File: config.mk
export PLATFORM = sky130hd
export DESIGN_NAME = uart_tx_arbiter_flat
export DESIGN_NICKNAME = d
export VERILOG_FILES = /design/src/rtl/uart_tx_arbiter_pkg.sv /design/src/rtl/uart_tx_arbiter_if.sv /design/src/rtl/uart_tx_arbiter_rr_pick.sv /design/src/rtl/uart_tx_arbiter.sv /design/src/flat_wrapper.sv
export SDC_FILE = /design/constraint.sdc
export NUM_CORES = 1
export LEC_CHECK = 0
export ABC_CLOCK_PERIOD_IN_PS = 2600
export BUFFER_PORTS_ARGS = -buffer_cell sky130_fd_sc_hd__buf_2
export CAP_MARGIN = 20
export CORE_MARGIN = 3
export CORE_UTILIZATION = 42
export DETAILED_ROUTE_END_ITERATION = 6
export PLACE_DENSITY = 0.78
export SYNTH_ARGS = -nofsm -noshare
export SYNTH_HDL_FRONTEND = slang
export SYNTH_HIERARCHICAL = 1
export SYNTH_SLANG_ARGS = --single-unit
File: constraint.sdc
create_clock -name iClk -period 2.6 [get_ports iClk]
set_input_delay 0.78 -clock iClk [delete_from_list [all_inputs] [get_ports iClk]]
set_output_delay 0.78 -clock iClk [all_outputs]
set_load 0.01 [all_outputs]
File: src/rtl/uart_tx_arbiter_pkg.sv
// uart_tx_arbiter_pkg: shared UART state encodings, clocking constants and index helper.
package uart_pkg;
    typedef enum logic [1:0] {S_IDLE, S_START, S_WAIT_DONE} stateT;
    localparam int CLK_FREQ  = 125_000_000;
    localparam int BAUD_RATE = 115_200;
    function automatic int nextIdx(input int idx, input int n);
        return (idx + 1 == n) ? 0 : idx + 1;
    endfunction
endpackage

File: src/rtl/uart_tx_arbiter_if.sv
// uart_tx_arbiter_if: requester handshake plus uart_tx start/byte/busy/done bundle.
interface uart_tx_arbiter_if #(parameter int NREQ = 4);
    logic [NREQ-1:0]   iValid;
    logic [NREQ*8-1:0] iData;
    logic [NREQ-1:0]   iLast;
    logic [NREQ-1:0]   oAck;
    logic              oTxStart;
    logic [7:0]        oTxByte;
    logic              iTxBusy;
    logic              iTxDone;
    modport slave  (input iValid, iData, iLast, iTxBusy, iTxDone, output oAck, oTxStart, oTxByte);
    modport master (output iValid, iData, iLast, iTxBusy, iTxDone, input oAck, oTxStart, oTxByte);
endinterface

File: src/rtl/uart_tx_arbiter_rr_pick.sv
// uart_tx_arbiter_rr_pick: combinational round-robin picker, first request at or above ptr with wrap.
module uart_tx_arbiter_rr_pick #(
    parameter  int NREQ  = 4,
    localparam int IDX_W = $clog2(NREQ)
) (
    input  logic [NREQ-1:0]  req,
    input  logic [IDX_W-1:0] ptr,
    output logic [NREQ-1:0]  grant,
    output logic [IDX_W-1:0] idx,
    output logic             any
);
    logic [IDX_W-1:0] k;
    always_comb begin
        k   = '0;
        idx = '0;
        any = 1'b0;
        // Scan from the farthest offset down so the nearest request to ptr wins.
        for (int i = NREQ - 1; i >= 0; i--) begin
            k = IDX_W'((int'(ptr) + i) % NREQ);
            if (req[k]) begin
                any = 1'b1;
                idx = k;
            end
        end
        grant = any ? (NREQ'(1) << idx) : '0;
    end
endmodule

File: src/rtl/uart_tx_arbiter.sv
// uart_tx_arbiter: round-robin share of one uart_tx among NREQ byte requesters, one byte in flight.
// Frame lock (hold the grant until iLast) is enabled by defining UART_TX_ARB_LOCK_EN.
module uart_tx_arbiter
    import uart_pkg::*;
#(
    parameter  int NREQ  = 4,
    localparam int IDX_W = $clog2(NREQ)
) (
    input  logic             iClk,
    input  logic             iRstN,
    uart_tx_arbiter_if.slave bus,
    output logic             oBusy,
    output logic [IDX_W-1:0] oOwner
);
    stateT            state, stateNext;
    logic [IDX_W-1:0] ptr, winner;
    logic [NREQ-1:0]  eligible, grant;
    logic             any, go;
`ifdef UART_TX_ARB_LOCK_EN
    logic             locked;
    assign eligible = locked ? (bus.iValid & (NREQ'(1) << oOwner)) : bus.iValid;
`else
    assign eligible = bus.iValid;
`endif
    uart_tx_arbiter_rr_pick #(.NREQ(NREQ)) pick (
        .req  (eligible),
        .ptr  (ptr),
        .grant(grant),
        .idx  (winner),
        .any  (any)
    );
    // Gated by iRstN so no ack can leak out while reset is held.
    assign go = iRstN && state == S_IDLE && any && !bus.iTxBusy;
    always_comb begin
        stateNext    = state == S_IDLE  ? (go ? S_START : S_IDLE) :
                       state == S_START ? S_WAIT_DONE :
                       (bus.iTxDone ? S_IDLE : S_WAIT_DONE);
        bus.oAck     = go ? grant : '0;
        bus.oTxStart = state == S_START;
        oBusy        = state != S_IDLE;
    end
    always_ff @(posedge iClk or negedge iRstN) begin
        if (!iRstN) state <= S_IDLE;
        else        state <= stateNext;
    end
    always_ff @(posedge iClk or negedge iRstN) begin
        if (!iRstN) begin
            ptr         <= '0;
            oOwner      <= '0;
            bus.oTxByte <= '0;
`ifdef UART_TX_ARB_LOCK_EN
            locked      <= 1'b0;
`endif
        end else if (go) begin
            ptr         <= IDX_W'(nextIdx(int'(winner), NREQ));
            oOwner      <= winner;
            bus.oTxByte <= bus.iData[{winner, 3'b000} +: 8];
`ifdef UART_TX_ARB_LOCK_EN
            locked      <= !bus.iLast[winner];
`endif
        end
    end
endmodule
File: src/flat_wrapper.sv
// flat-port wrapper written by rule: the top's interface ports become plain ports
module uart_tx_arbiter_flat import uart_pkg::*;
#(
    parameter  int NREQ  = 4,
    localparam int IDX_W = $clog2(NREQ)
)
  (iClk, iRstN, oBusy, oOwner, bus_iValid, bus_iData, bus_iLast, bus_iTxBusy, bus_iTxDone, bus_oAck, bus_oTxStart, bus_oTxByte);
  uart_tx_arbiter_if #(.NREQ(NREQ)) bus_i ();
  input  logic iClk;
  input  logic iRstN;
  output logic oBusy;
  output logic [IDX_W-1:0] oOwner;
  input wire logic [$bits(bus_i.iValid)-1:0] bus_iValid;
  input wire logic [$bits(bus_i.iData)-1:0] bus_iData;
  input wire logic [$bits(bus_i.iLast)-1:0] bus_iLast;
  input wire logic [$bits(bus_i.iTxBusy)-1:0] bus_iTxBusy;
  input wire logic [$bits(bus_i.iTxDone)-1:0] bus_iTxDone;
  output wire logic [$bits(bus_i.oAck)-1:0] bus_oAck;
  output wire logic [$bits(bus_i.oTxStart)-1:0] bus_oTxStart;
  output wire logic [$bits(bus_i.oTxByte)-1:0] bus_oTxByte;
  assign bus_i.iValid = bus_iValid;
  assign bus_i.iData = bus_iData;
  assign bus_i.iLast = bus_iLast;
  assign bus_i.iTxBusy = bus_iTxBusy;
  assign bus_i.iTxDone = bus_iTxDone;
  assign bus_oAck = bus_i.oAck;
  assign bus_oTxStart = bus_i.oTxStart;
  assign bus_oTxByte = bus_i.oTxByte;
  uart_tx_arbiter #(.NREQ(NREQ)) u_core (.iClk(iClk), .iRstN(iRstN), .bus(bus_i), .oBusy(oBusy), .oOwner(oOwner));
endmodule
==> results of run 1 <==
-- registers in the layout, indices dropped and copies added (netlist names) --
name,count
u_core/bus.oTxByte,8
u_core/oOwner,2
u_core/ptr,2
u_core/state,2
-- area by class of cell --
class	count	area (sq um)	share of cell area, %
multi-input combinational	56	576	43.9
inverter	3	11.3	0.858
sequential	14	350	26.7
tap	27	33.8	2.57
timing repair buffer	59	305	23.3
clock buffer	4	36.3	2.76
-- worst register-to-register path: cells and delay by family (launching register included) --
family | cells | cell delay, ps
muxes | 2 | 790
DFF | 1 | 490
buffers and inverters | 1 | 220
AOI/OAI and AO/OA | 2 | 420
and+or+nand+nor | 1 | 100
-- per-layer routing --
metal  up-vias  global-route usage [%]  part of all wire [%]
met5         -                       0                     0
met4         0                    6.64                   1.1
met3         4                    4.90                   6.4
met2        26                    31.7                    59
met1       415                    16.7                    33
li1        408                       -                     -
-- path summary, 6_finish.rpt --
| path | cells after the start | endpoint |
|---|---|---|
| setup / recovery | 6 | bus_oAck[0] |
| hold / removal | 2 | u_core/ptr[0] |
| setup reg to reg | 6 | u_core/bus.oTxByte[3] |
| hold reg to reg | 1 | u_core/state[1] |
| max in group asynchronous | 2 | u_core/oOwner[0] |
| min in group iClk | 1 | u_core/state[1] |
-- cell usage after synthesis --
cell type and n:
and2_1 4, ha_1 1, a221oi_2 1, dfrtp_1 14
clkbuf_1 1, inv_2 2, nor2_1 6, nor2_2 1
nor2b_1 3, o22ai_1 1, a21o_1 1, buf_6 3
mux2_4 8, o21bai_1 1, inv_1 1, o22a_1 1
o221a_1 1, nand4b_1 1, o21a_1 1, and3_1 1
a21oi_1 4, buf_4 1, nor3_1 2, mux2_2 4
mux4_2 8, nand2b_1 2, nand2_1 2, o31a_1 1
o21ai_1 1
-- cell families (layout without fill, tap and decap cells) --
| kind of cell | count (synthesis) | count (layout) | synth area share, % |
|---|---|---|---|
| simple gates | 22 | 22 | 12.0 |
| mux | 20 | 20 | 35.2 |
| flops | 14 | 14 | 35.8 |
| compound gates | 13 | 13 | 9.96 |
| buf+inv | 8 | 66 | 5.75 |
| fa+ha+maj | 1 | 1 | 1.28 |
-- placed cells by master, fill, tap and decap left out --
cell type and count:
buf_2 55, dfrtp_1 14, mux4_2 8, mux2_4 8, nor2_1 6, and2_1 4, a21oi_1 4, mux2_2 4
buf_4 4, clkbuf_4 3, inv_2 2, nor2b_1 2, nand2_1 2, nand2b_1 2, nor3_1 2, clkbuf_8 1
nor2_2 1, inv_1 1, nand4b_1 1, ha_1 1, o21bai_1 1, a221oi_2 1, a21o_1 1, o21a_1 1
o22ai_1 1, o22a_1 1, nor2b_2 1, o31a_1 1, o21ai_1 1, and3_1 1, o221a_1 1
-- stage by stage --
| stage | instances | worst slack [ps] | util (%) | cell area [sq um] |
|---|---|---|---|---|
| 3_3_place_gp | 159 | 107 | 61.2 | 1270 |
| 6_report | 163 | 96.2 | 63.0 | 1310 |
| 2_1_floorplan | 78 | 168 | - | 980 |
| 3_5_place_dp | 159 | 92.2 | 61.2 | 1270 |
| 4_1_cts | 163 | 86.1 | 62.9 | 1310 |
| 5_1_grt | 163 | 1.87 | 63.0 | 1310 |
-- power breakdown --
part | switching [W] | internal, W | total [W]
logic | 0.000288 | 0.000391 | 0.000679
registers | 0.0000818 | 0.000323 | 0.000405
clock network | 0.0000676 | 0.0000852 | 0.000153
total | 0.000437 | 0.000799 | 0.00124
==> qor.yml, run 1 <==
cts.clk_slew.worst_paths_ps: 80
end_kind: "output port"
setup-violations-final: 0
pin_count: 60
critPathLaunchType: "input port"
drt_iter0_drc: 5
critical_path.slowest_cell: "o31a_1"
setup_tns_ps: 0
place.port_buffers: 55
drive_gt1_share_pct: 64.7
area_growth_syn_to_layout_pct: 34.0
ys_types: 29
hold_class: "input port to async pin"
cts.sinks: 14
via_count: 853
cpPeakStageDelay_ps: 270
antenna_found_initial: 0
post_cts_buffers: 0
track_usage_pct: 16.7
htreeDepth: 1
p_total_w: 0.00124
fmax_ghz: 0.399
nFillCells: 188
max_slew_margin_pct: 71.4
rows: 16
synth_area_sq_um: 980
powerDensity_mw_per_mm2: 942
min_period_ps: 2500
fin_crit_sh_pct: 96.3
p_leak_nw: 0.666
wl_per_cell_microns: 14.2
cts-buffers-inserted: 3
hold_violations: 0
num-nets-final: 182
overflow: 0
crit_buf_inv: 2
n_antenna_cell: 0
routed_via_density: 5.23
outcome: "completed"
cts_root_buf: "clkbuf_4"
finalClockSkew_ps: 7.53
rrSetupSlack_ps: 450
grt_pass1_vias: 830
yosysSeqAreaShare_pct: 35.8
path_max_fanout: 9
whs_ps: 440
coreArea_sq_mm: 0.00208
drc: 0
cp-startpoint: "bus_iValid[2]"
fp.dieW_microns: 54.3
rr_startpoint: "u_core/ptr[0]"
synth_top_cell_by_area: "dfrtp_1"
ir_drop_mv: 0.601
cp_cell_sequence: "buf_2 > nor2b_2 > nor3_1 > o31a_1 > and2_1 > buf_2"
worst_path_dominant_cell_family: "simple AND/OR/NAND/NOR gates"
ant_nets: 0
rsz0062_at_grt: "false"
start_util_pct: 47.1
worstMarginPinSlew_ps: 429
ys_warn_count: 6
dp_hpwl_microns: 1930
grt_pass1_wl_microns: 3430
wirelength_microns: 2310
drv_cap: 0
cts.repair.resized: 0
synthDominantCellAreaShare_pct: 35.8
postSynthAreaPerCell_sq_um: 12.6
clock_path_buffers: 2
place.gp.congestion: 0.772
finalMaxSlewViolations: 0
crit_top_cell: "buf_2"
crit_type: "input port to output port"
die_area_sq_mm: 0.00295
critPathRequiredTime_ps: 1820
cts_tree: "built"
ctsHoldBuffers: 0
cp.arrival_ps: 1720
synth.area.top_cells: "dfrtp_1 (36%), mux4_2 (18%), mux2_4 (12%)"
synthesis.instances: 78
synth.net_count: 123
firstDrtPassIters: 4
die_y_microns: 54.3
yosys_register_bits: 14
clock_latency_ps: 280
grt_max_degree: 15
(Power assumes the default switching activity.)
==> inputs of run 2 (changes only) <==
- BUFFER_PORTS_ARGS: -buffer_cell sky130_fd_sc_hd__buf_2 -> not set
- CORE_UTILIZATION: 42 -> 55
- DONT_BUFFER_PORTS: not set -> 1
- PLACE_DENSITY: 0.78 -> 0.7
- SYNTH_HIERARCHICAL: 1 -> not set
==> qor.yml, run 2 <==
grt_pass1_wl_microns: 2940  # -14%
ant_nets: 0  # unchanged
n_antenna_cell: 0  # unchanged
rsz0062_at_grt: "false"
synth.net_count: 131  # +6.5%
pin_count: 60  # unchanged
cts-buffers-inserted: 3  # unchanged
fmax_ghz: 0.405  # +1.3%
largest_reg_flops: 8  # unchanged
worst_path_dominant_cell_family: "simple AND/OR/NAND/NOR gates"
clock_path_buffers: 2  # unchanged
fin_crit_sh_pct: 95.1  # -1.2 points
wl_per_cell_microns: 17.0  # +20%
final_common_cell: "mux2i_1"
worstMarginPinSlew_ps: 415  # -13.9 ps
min_period_ps: 2470  # -32.0 ps
rrSetupSlack_ps: 770  # +320 ps
critical_path.slowest_cell: "dfrtp_1"
synthTopCellsByCount: "mux2i_1 (16), nand2_1 (15), dfrtp_1 (14), o221ai_1 (8)"
routed-wl-met3_microns: 210  # +41%
path_max_fanout: 5  # -4
ir_drop_mv: 0.559  # -7.1%
drt_iter0_drc: 14  # +9
maxUsedRoutingLayer: "met4"
crit_buf_inv: 1  # -1
grt_pass1_vias: 628  # -24%
place.port_buffers: 0  # -100%
cts.clk_slew.worst_paths_ps: 80  # about the same
start_util_pct: 62.3  # +15 points
finalClockSkew_ps: 1.23  # -6.30 ps
firstDrtPassIters: 4  # unchanged
cp-startpoint: "u_core.state[1]"
rows: 13  # -3
p_leak_nw: 0.485  # -27%
synth_area_sq_um: 871  # -11%
cp_num_cells: 5  # -1
ys_types: 27  # -6.9%
synth_edf_count: 0  # unchanged
post_cts_buffers: 0  # unchanged
cts.sinks: 14  # unchanged
track_usage_pct: 19.3  # +2.6 points
hold_class: "input port to async pin"
yosys_register_bits: 14  # unchanged
ys_warn_count: 0  # -6
cts_root_buf: "clkbuf_4"
setup-violations-final: 0  # unchanged
cp_cell_sequence: "or2_1 > nor3b_2 > o41ai_4 > nor3_1 > buf_4"
max_slew_margin_pct: 72.2  # +0.83 points
end_kind: "output port"
synthDominantCellAreaShare_pct: 40.2  # +4.5 points
cpPeakStageDelay_ps: 390  # +120 ps
layout_common_cells: "mux2i_1 (16), nand2_1 (15), dfrtp_1 (14)"
drv_cap: 0  # unchanged
critPathLaunchType: "register"
p_total_w: 0.000994  # -20%
synth_top_cell_by_area: "dfrtp_1"
critPathRequiredTime_ps: 1820  # about the same
rr_worst_depth: 7  # +1
powerDensity_mw_per_mm2: 1040  # +11%
rr_startpoint: "u_core.state[1]"
synth_ff_type: "dfrtp_1"
regMostFlops: "u_core.bus.oTxByte"
postSynthAreaPerCell_sq_um: 10.1  # -19%
drive_gt1_share_pct: 19.1  # -46 points
area_growth_syn_to_layout_pct: 9.63
die_y_microns: 45.8  # -16%
fp.dieW_microns: 45.8  # -16%
setup_tns_ps: 0  # unchanged
coreArea_sq_mm: 0.00140  # -33%
htreeDepth: 1  # unchanged
place.gp.congestion: 0.809  # +4.9%
cts.repair.resized: 0  # unchanged
drc: 0  # unchanged
wl_met2_microns: 886  # -35%
synthesis.instances: 86  # +10%
endpoint: "bus_oAck[0]"
num-nets-final: 140  # -23%
ctsHoldBuffers: 0  # unchanged
hold_violations: 0  # unchanged
yosysSeqAreaShare_pct: 40.2  # +4.5 points
cts_tree: "built"
dp_hpwl_microns: 1420  # -26%
async_flop_share_pct: 100  # unchanged
r2r_end: "u_core.bus.oTxByte[3]"
crit_type: "register to output port"
finalMaxSlewViolations: 0  # unchanged
nFillCells: 111  # -41%
clock_latency_ps: 270  # about the same
wl_met1_microns: 745  # -3.4%
synth.area.top_cells: "dfrtp_1 (40%), mux2i_1 (18%), o221ai_1 (8.0%)"
outcome: "completed"
grt_max_degree: 16  # +1
antenna_found_initial: 0  # unchanged
synth.most_common_cell: "mux2i_1"
cp.arrival_ps: 1690  # -30 ps
via_count: 677  # -21%
routed_via_density: 6.21  # +19%
wirelength_microns: 1850  # -20%
overflow: 0  # unchanged
die_area_sq_mm: 0.00210  # -29%
[run 2: changes by cell type after synthesis, moves of 2 or more]
cell,change
o221ai_1,+8
mux2_4,-8
mux2i_1,+16
nor2_1,-3
nand2_1,+13
a21oi_1,-2
mux4_2,-8
and2_1,-3
inv_1,+2
mux2_2,-4
o21ai_0,+3
[run 2: worst min-delay path by stage]
stage | endpoint | slack [ps] | depth (start not counted) | startpoint
floorplan | u_core.state[1] | 440 | 1 | u_core.state[1]
global placement | u_core.state[1] | 460 | 1 | u_core.state[1]
detailed placement | u_core.state[1] | 470 | 1 | u_core.state[1]
CTS | u_core.bus.oTxByte[7] | 180 | 0 | iRstN
global route | u_core.ptr[1] | 160 | 0 | iRstN
finish | u_core.bus.oTxByte[2] | 190 | 0 | iRstN
[run 2: logic make-up (layout without fill, tap and decap cells)]
logic type,Yosys count,after routing,share of synthesized area (%)
muxes,16,16,18.4
buffers and inverters,9,17,5.89
and+or+nand+nor,28,28,15.4
AOI/OAI and AO/OA,18,18,18.7
adders and majority gates,1,1,1.44
DFF,14,14,40.2
[run 2: cell type report]
cell class                 instances  area, sq um  area share [%]
sequential                        14          350            36.7
inverter                           5         20.0            2.10
timing repair buffer               8         60.1            6.29
tap                               15         18.8            1.97
clock buffer                       4         36.3            3.80
multi-input combinational         63          469            49.1
[run 2: metrics by stage]
step	hold WS (ps)	instances	cell area, sq um	utilization (%)	setup WS, ps
3_5_place_dp	472	105	918	65.7	138
6_report	191	109	955	68.2	128
3_3_place_gp	463	105	918	65.7	171
5_1_grt	160	109	955	68.2	4.67
4_1_cts	183	109	955	68.2	119
2_1_floorplan	444	86	871	-	68.4
[run 2: power breakdown]
part | switching (W) | internal, W
logic | 0.000218 | 0.000204
registers | 0.000105 | 0.000315
clock network | 0.0000673 | 0.0000851
total | 0.000390 | 0.000604
[run 2: layer usage]
metal	GRT usage [%]	vias up
li1	-	327
met1	28.0	315
met2	28.7	33
met3	4.74	2
met4	5.11	0
met5	0	-
